==> src/rtl/instr_control_unit.sv <==
// Multi-cycle instruction control unit: fetches 16-bit instructions, decodes
// the opcode into datapath controls and sequences FETCH/DECODE/EXEC/MEM/WB.
// Illegal opcodes park the unit in a sticky HALT state that only reset clears.
module instr_control_unit (
    input  logic        clock,
    input  logic        reset_n,
    output logic [15:0] imem_addr,
    output logic        imem_req,
    input  logic        imem_ack,
    input  logic [15:0] imem_data,
    input  logic        alu_zero,
    input  logic        mem_ready,
    output logic [15:0] Instruction,
    output logic [2:0]  opcode,
    output logic        RegDst,
    output logic        Branch,
    output logic        MemRead,
    output logic        MemWrite,
    output logic        RegWrite,
    output logic        MemToReg,
    output logic        ALUSrc,
    output logic [1:0]  ALUOp,
    output logic [15:0] pc,
    output logic        halted
);

    typedef enum logic [2:0] {
        ST_FETCH  = 3'd0,
        ST_DECODE = 3'd1,
        ST_EXEC   = 3'd2,
        ST_MEM    = 3'd3,
        ST_WB     = 3'd4,
        ST_HALT   = 3'd5
    } state_t;

    localparam logic [2:0] OP_R    = 3'b000;
    localparam logic [2:0] OP_ADDI = 3'b001;
    localparam logic [2:0] OP_LW   = 3'b010;
    localparam logic [2:0] OP_SW   = 3'b011;
    localparam logic [2:0] OP_BEQ  = 3'b100;
    localparam logic [2:0] OP_J    = 3'b101;

    // Static controls packed as {RegDst, ALUSrc, MemToReg, ALUOp[1:0]}.
    function automatic logic [4:0] decode_static(input logic [2:0] op);
        logic [4:0] ctl;
        case (op)
            OP_R:    ctl = 5'b10010;
            OP_ADDI: ctl = 5'b01000;
            OP_LW:   ctl = 5'b01100;
            OP_SW:   ctl = 5'b01000;
            OP_BEQ:  ctl = 5'b00001;
            OP_J:    ctl = 5'b00000;
            default: ctl = 5'b00000;
        endcase
        return ctl;
    endfunction

    state_t      state_r;
    logic [15:0] pc_r;
    logic [15:0] instr_r;
    logic        imem_req_r;
    logic        reg_dst_r;
    logic        branch_r;
    logic        mem_read_r;
    logic        mem_write_r;
    logic        reg_write_r;
    logic        mem_to_reg_r;
    logic        alu_src_r;
    logic [1:0]  alu_op_r;
    logic        halted_r;

    logic [2:0]  op_s;
    logic [15:0] branch_target_s;
    logic [15:0] jump_target_s;

    // Decode helpers derived from the instruction register and current pc.
    always_comb begin
        op_s            = instr_r[15:13];
        branch_target_s = pc_r + {{9{instr_r[6]}}, instr_r[6:0]};
        jump_target_s   = {pc_r[15:13], instr_r[12:0]};
    end

    // Main sequencer: state, pc, instruction register and all registered controls.
    always_ff @(posedge clock or negedge reset_n) begin
        if (!reset_n) begin
            state_r      <= ST_FETCH;
            pc_r         <= 16'h0000;
            instr_r      <= 16'h0000;
            imem_req_r   <= 1'b0;
            reg_dst_r    <= 1'b0;
            branch_r     <= 1'b0;
            mem_read_r   <= 1'b0;
            mem_write_r  <= 1'b0;
            reg_write_r  <= 1'b0;
            mem_to_reg_r <= 1'b0;
            alu_src_r    <= 1'b0;
            alu_op_r     <= 2'b00;
            halted_r     <= 1'b0;
        end else begin
            case (state_r)
                ST_FETCH: begin
                    // The request is raised one cycle after entering FETCH from
                    // reset, so an ack is only honoured while it is visible.
                    if (imem_req_r && imem_ack) begin
                        instr_r    <= imem_data;
                        pc_r       <= pc_r + 16'd1;
                        imem_req_r <= 1'b0;
                        state_r    <= ST_DECODE;
                        {reg_dst_r, alu_src_r, mem_to_reg_r, alu_op_r} <= decode_static(imem_data[15:13]);
                    end else begin
                        imem_req_r <= 1'b1;
                    end
                end
                ST_DECODE: begin
                    if (op_s[2:1] == 2'b11) begin
                        state_r  <= ST_HALT;
                        halted_r <= 1'b1;
                        {reg_dst_r, alu_src_r, mem_to_reg_r, alu_op_r} <= 5'b00000;
                    end else begin
                        state_r  <= ST_EXEC;
                        branch_r <= (op_s == OP_BEQ);
                    end
                end
                ST_EXEC: begin
                    case (op_s)
                        OP_R, OP_ADDI: begin
                            state_r     <= ST_WB;
                            reg_write_r <= 1'b1;
                        end
                        OP_LW: begin
                            state_r    <= ST_MEM;
                            mem_read_r <= 1'b1;
                        end
                        OP_SW: begin
                            state_r     <= ST_MEM;
                            mem_write_r <= 1'b1;
                        end
                        OP_BEQ, OP_J: begin
                            if (op_s == OP_J) begin
                                pc_r <= jump_target_s;
                            end else if (alu_zero) begin
                                pc_r <= branch_target_s;
                            end else begin
                                pc_r <= pc_r;
                            end
                            branch_r   <= 1'b0;
                            imem_req_r <= 1'b1;
                            state_r    <= ST_FETCH;
                            {reg_dst_r, alu_src_r, mem_to_reg_r, alu_op_r} <= 5'b00000;
                        end
                        default: begin
                            state_r  <= ST_HALT;
                            halted_r <= 1'b1;
                            branch_r <= 1'b0;
                            {reg_dst_r, alu_src_r, mem_to_reg_r, alu_op_r} <= 5'b00000;
                        end
                    endcase
                end
                ST_MEM: begin
                    if (mem_ready) begin
                        mem_read_r  <= 1'b0;
                        mem_write_r <= 1'b0;
                        if (op_s == OP_LW) begin
                            state_r     <= ST_WB;
                            reg_write_r <= 1'b1;
                        end else begin
                            state_r    <= ST_FETCH;
                            imem_req_r <= 1'b1;
                            {reg_dst_r, alu_src_r, mem_to_reg_r, alu_op_r} <= 5'b00000;
                        end
                    end else begin
                        state_r <= ST_MEM;
                    end
                end
                ST_WB: begin
                    reg_write_r <= 1'b0;
                    imem_req_r  <= 1'b1;
                    state_r     <= ST_FETCH;
                    {reg_dst_r, alu_src_r, mem_to_reg_r, alu_op_r} <= 5'b00000;
                end
                ST_HALT: begin
                    state_r  <= ST_HALT;
                    halted_r <= 1'b1;
                end
                default: begin
                    // Corrupted state encoding: stop safely with every strobe low.
                    state_r     <= ST_HALT;
                    halted_r    <= 1'b1;
                    imem_req_r  <= 1'b0;
                    branch_r    <= 1'b0;
                    mem_read_r  <= 1'b0;
                    mem_write_r <= 1'b0;
                    reg_write_r <= 1'b0;
                    {reg_dst_r, alu_src_r, mem_to_reg_r, alu_op_r} <= 5'b00000;
                end
            endcase
        end
    end

    assign imem_addr   = pc_r;
    assign imem_req    = imem_req_r;
    assign Instruction = instr_r;
    assign opcode      = instr_r[15:13];
    assign RegDst      = reg_dst_r;
    assign Branch      = branch_r;
    assign MemRead     = mem_read_r;
    assign MemWrite    = mem_write_r;
    assign RegWrite    = reg_write_r;
    assign MemToReg    = mem_to_reg_r;
    assign ALUSrc      = alu_src_r;
    assign ALUOp       = alu_op_r;
    assign pc          = pc_r;
    assign halted      = halted_r;

endmodule
==> config.mk <==
export PLATFORM = sky130hd
export DESIGN_NAME = instr_control_unit
export DESIGN_NICKNAME = d
export VERILOG_FILES = /design/src/rtl/instr_control_unit.sv
export SDC_FILE = /design/constraint.sdc
export NUM_CORES = 1
export LEC_CHECK = 0
export ABC_AREA = 0
export CAP_MARGIN = 20
export CORE_ASPECT_RATIO = 1.5
export CORE_MARGIN = 3
export CORE_UTILIZATION = 50
export CTS_CLUSTER_DIAMETER = 150
export DETAILED_ROUTE_END_ITERATION = 6
export PLACE_DENSITY = 0.85
export SLEW_MARGIN = 40
export SYNTH_ARGS = -nofsm -noshare
export SYNTH_HDL_FRONTEND = slang
export SYNTH_SLANG_ARGS = --single-unit
==> constraint.sdc <==
create_clock -name clock -period 3.5 [get_ports clock]
set_clock_uncertainty 0.15 [all_clocks]
set_input_delay 0.7 -clock clock [delete_from_list [all_inputs] [get_ports clock]]
set_output_delay 0.7 -clock clock [all_outputs]
set_load 0.005 [all_outputs]
==> impl_results.rst <==
.. list-table::
   :header-rows: 1

   * - Metric
     - Value
   * - Cells after synthesis
     - 402
   * - Total track usage
     - 23.3%
   * - Number of endpoints with negative hold slack in the final report
     - 0
   * - Drt via density
     - 5.88
   * - PostCTS Resize Cnt
     - 0
   * - Leakage
     - 1.78 nW
   * - Post-synthesis register bit count
     - 45
   * - Number of buffers inserted by port buffering
     - 82
   * - Drt first-iter violations
     - 244
   * - FFs w/ async S/R, synth
     - 100%
   * - Standard cell area after detailed placement
     - 3990 um^2
   * - Switching portion of total power
     - 25.5%
   * - Synthesized area per cell
     - 8.16 um^2
   * - Capture point of the worst reg-to-reg path
     - imem_addr[14]$_DFFE_PN0P_
   * - Clock-pin transition on the worst setup and hold timing paths
     - 0.09 ns
   * - Clock root buffer
     - sky130_fd_sc_hd__clkbuf_8
   * - Row count
     - 35
   * - Status
     - complete, no violations
   * - Residual overflow from global routing
     - 0
   * - Crit path max fanout
     - 7
   * - Pin count of the biggest net entering global routing
     - 46
   * - Effective utilization at floorplan
     - 52.4%
   * - Leading cell types in the layout, fill and taps excluded
     - 84 x sky130_fd_sc_hd__nand2_1, 81 x sky130_fd_sc_hd__clkdlybuf4s50_1, 45 x sky130_fd_sc_hd__dfrtp_1
   * - Final weighted congestion in routability-driven placement
     - 0.936
   * - Area of the mapped netlist
     - 3280 um^2
   * - Arrival time at the worst endpoint
     - 2.80 ns
   * - Final standard cell area without fillers
     - 4070 um^2
   * - Setup-failing EPs final
     - 0
   * - Final wirelength
     - 8.60 mm
   * - Minimum clock period after layout
     - 2.73 ns
   * - Internal power
     - 0.724 mW
   * - Dominant register cell in the synthesized netlist
     - sky130_fd_sc_hd__dfrtp_1
   * - Wire length of the first global-routing pass
     - 14.2 mm
   * - Vias after detailed routing
     - 3,147
   * - Util after Layout
     - 65.0%
   * - Type of destination of the critical path
     - flip-flop
   * - Antenna diode instance count
     - 0
   * - Highest clock frequency the design can meet
     - 367 MHz
   * - Total power per unit cell area
     - 238 nW/um^2
   * - Slew of the pin with the lowest slew margin
     - 0.585 ns
   * - Half-perimeter wire length of the detailed placement result
     - 6.43 mm
   * - Vertical die dimension
     - 105 um
   * - First drt pass iteration count
     - 4
   * - Count of cell types in the netlist
     - 60
   * - Die area
     - 7590 um^2
   * - Wire per inst
     - 16.1 um
   * - Area added between synthesis and finish
     - 24.1%
   * - Flop pwr share
     - 55.7%
   * - Net count after synthesis
     - 440
   * - Element type at the critical path start
     - flip-flop
   * - Kind of path behind the tightest hold check
     - primary input to async pin
   * - Number of enable flip-flop cells after synthesis
     - 0
   * - Dpl ws
     - 0.688 ns
   * - Launching instance or port of the critical path
     - imem_addr[0]$_DFFE_PN0P_
   * - Slowest Stage Delay on Critical Path
     - 0.46 ns
   * - CTS Hold Buffers Added
     - 0
   * - Worst Reg2Reg Path Length in Cells
     - 9
   * - Maximum count of clock buffers along a single path
     - 2
   * - Largest voltage drop on the vdd net
     - 191 uV
   * - Combinational group share of total power
     - 10.5%
   * - Fin cells
     - 535
   * - Post-route setup TNS
     - 0 ns
   * - Final Net Count
     - 498
   * - Final slew viol count
     - 0
   * - Yosys warning count
     - 0
   * - Critical Setup Path Class
     - flip-flop to flip-flop
   * - DRC
     - 0
   * - WL met1
     - 3.45 mm
   * - Placed cell count
     - 527
   * - Fraction of power consumed by the clock network
     - 33.8%
   * - Width of the die
     - 72.1 um
   * - Placeable core region
     - 6260 um^2
   * - Number of max-capacitance violations reported
     - 0
   * - Post-route clock period utilization
     - 77.9%
   * - Number of antenna violations at the first check in global routing
     - 0
   * - Post-CTS setup buffers
     - 0
   * - Htree depth
     - 2
   * - Commonest non-fill, non-tap cell in the layout
     - sky130_fd_sc_hd__nand2_1
   * - Fin Hold WS
     - 0.245 ns
   * - TritonCTS clock tree
     - built
   * - Reg-to-Reg Start
     - imem_addr[0]$_DFFE_PN0P_
   * - Fraction of final layout cells sized beyond drive strength 1
     - 6.51%
   * - Setup slack of the worst register-to-register path
     - 0.77 ns
   * - Top Metal Used
     - met4
   * - Met2 Wirelength
     - 4.57 mm
   * - Post-synthesis sequential area ratio
     - 34.3%
   * - Cell mode on critical path
     - sky130_fd_sc_hd__o21ai_0
   * - Switching power summed over all nets
     - 0.247 mW
   * - Worst path slowest cell
     - sky130_fd_sc_hd__dfrtp_1
   * - Data required, critical path
     - 3.57 ns
   * - Setup repair after global routing missed its margin
     - no
   * - Crit-path cells
     - ha_1 -> fa_1 -> a21oi_1 -> o22ai_1 -> nor3b_1 -> o21ai_0 -> nand3_1 -> mux2_2 -> o21ai_0
   * - Num CTS Buffers
     - 5
   * - Number of global-route vias before repair
     - 3,013
   * - Clock sinks
     - 45
   * - Insertion delay to the later sink of the worst-skew pair
     - 0.30 ns
   * - Boundary Pins
     - 83
   * - Count of nets left with antenna violations after detail routing
     - 0
   * - Overall Power
     - 0.971 mW
   * - Routed length on met3
     - 417 um
   * - Final worst setup slack
     - 0.775 ns
   * - Max-Slew Margin vs Limit
     - 61.0%
[synth_stat cells (6+ instances only)]
master	count	area (um^2)
sky130_fd_sc_hd__clkbuf_1	8	30.0
sky130_fd_sc_hd__nor2_1	28	105
sky130_fd_sc_hd__nor3_1	8	40.0
sky130_fd_sc_hd__inv_1	8	30.0
sky130_fd_sc_hd__nand2_1	84	315
sky130_fd_sc_hd__dfrtp_1	45	1130
sky130_fd_sc_hd__buf_4	21	158
sky130_fd_sc_hd__a21oi_1	41	205
sky130_fd_sc_hd__o21ai_0	29	145
sky130_fd_sc_hd__ha_1	16	200
sky130_fd_sc_hd__xnor2_1	8	70.1
sky130_fd_sc_hd__and3_1	6	37.5
[critical path, delay by kind of cell, from the launching register on]
family	cells	cell delay (ns)
adder cells (fa/ha/maj)	2	0.68
AO/OA/AOI/OAI	4	0.66
flip-flops	1	0.46
AND/OR/NAND/NOR	2	0.36
multiplexers	1	0.33
[how the worst max path moves through the flow]
stage	cells after the start	to	slack (ns)
global route	9	imem_addr[14]$_DFFE_PN0P_	0.53
global placement	6	MemToReg$_DFFE_PN0P_	0.78
detailed placement	6	MemToReg$_DFFE_PN0P_	0.69
finish	9	imem_addr[14]$_DFFE_PN0P_	0.77
CTS	9	imem_addr[14]$_DFFE_PN0P_	0.77
floorplan	9	imem_addr[14]$_DFFE_PN0P_	1.03
[layout make-up]
| class | count | area, um^2 |
|---|---|---|
| flip-flops and latches | 45 | 1130 |
| well taps | 74 | 92.6 |
| clock inverters | 3 | 17.5 |
| inverters | 8 | 30.0 |
| multi-input cells | 312 | 1870 |
| clock buffers | 5 | 68.8 |
| fillers | 562 | 2190 |
| repair buffers | 88 | 863 |
[kinds of logic after synthesis]
family | synth area share [%]
AND/OR/NAND/NOR | 22.4
AO/OA/AOI/OAI | 22.8
buffers and inverters | 8.58
flip-flops | 34.3
adder cells (fa/ha/maj) | 6.71
XOR/XNOR | 3.47
multiplexers | 1.68
[power by group through the flow]
stage	clock network (mW)	logic, mW	registers [mW]
after floorplan	0	0.0420	0.548
after global placement	0	0.101	0.550
after detailed placement	0	0.103	0.551
after CTS	0.339	0.104	0.540
after global routing	0.357	0.113	0.542
final	0.328	0.102	0.540
[metal layers]
metal  global-route usage [%]  vias up
met5                        0        -
met2                     39.7       94
met1                     28.0     1504
li1                         -     1534
met4                     10.2        0
met3                     3.85       15
(Power assumes the default switching activity.)
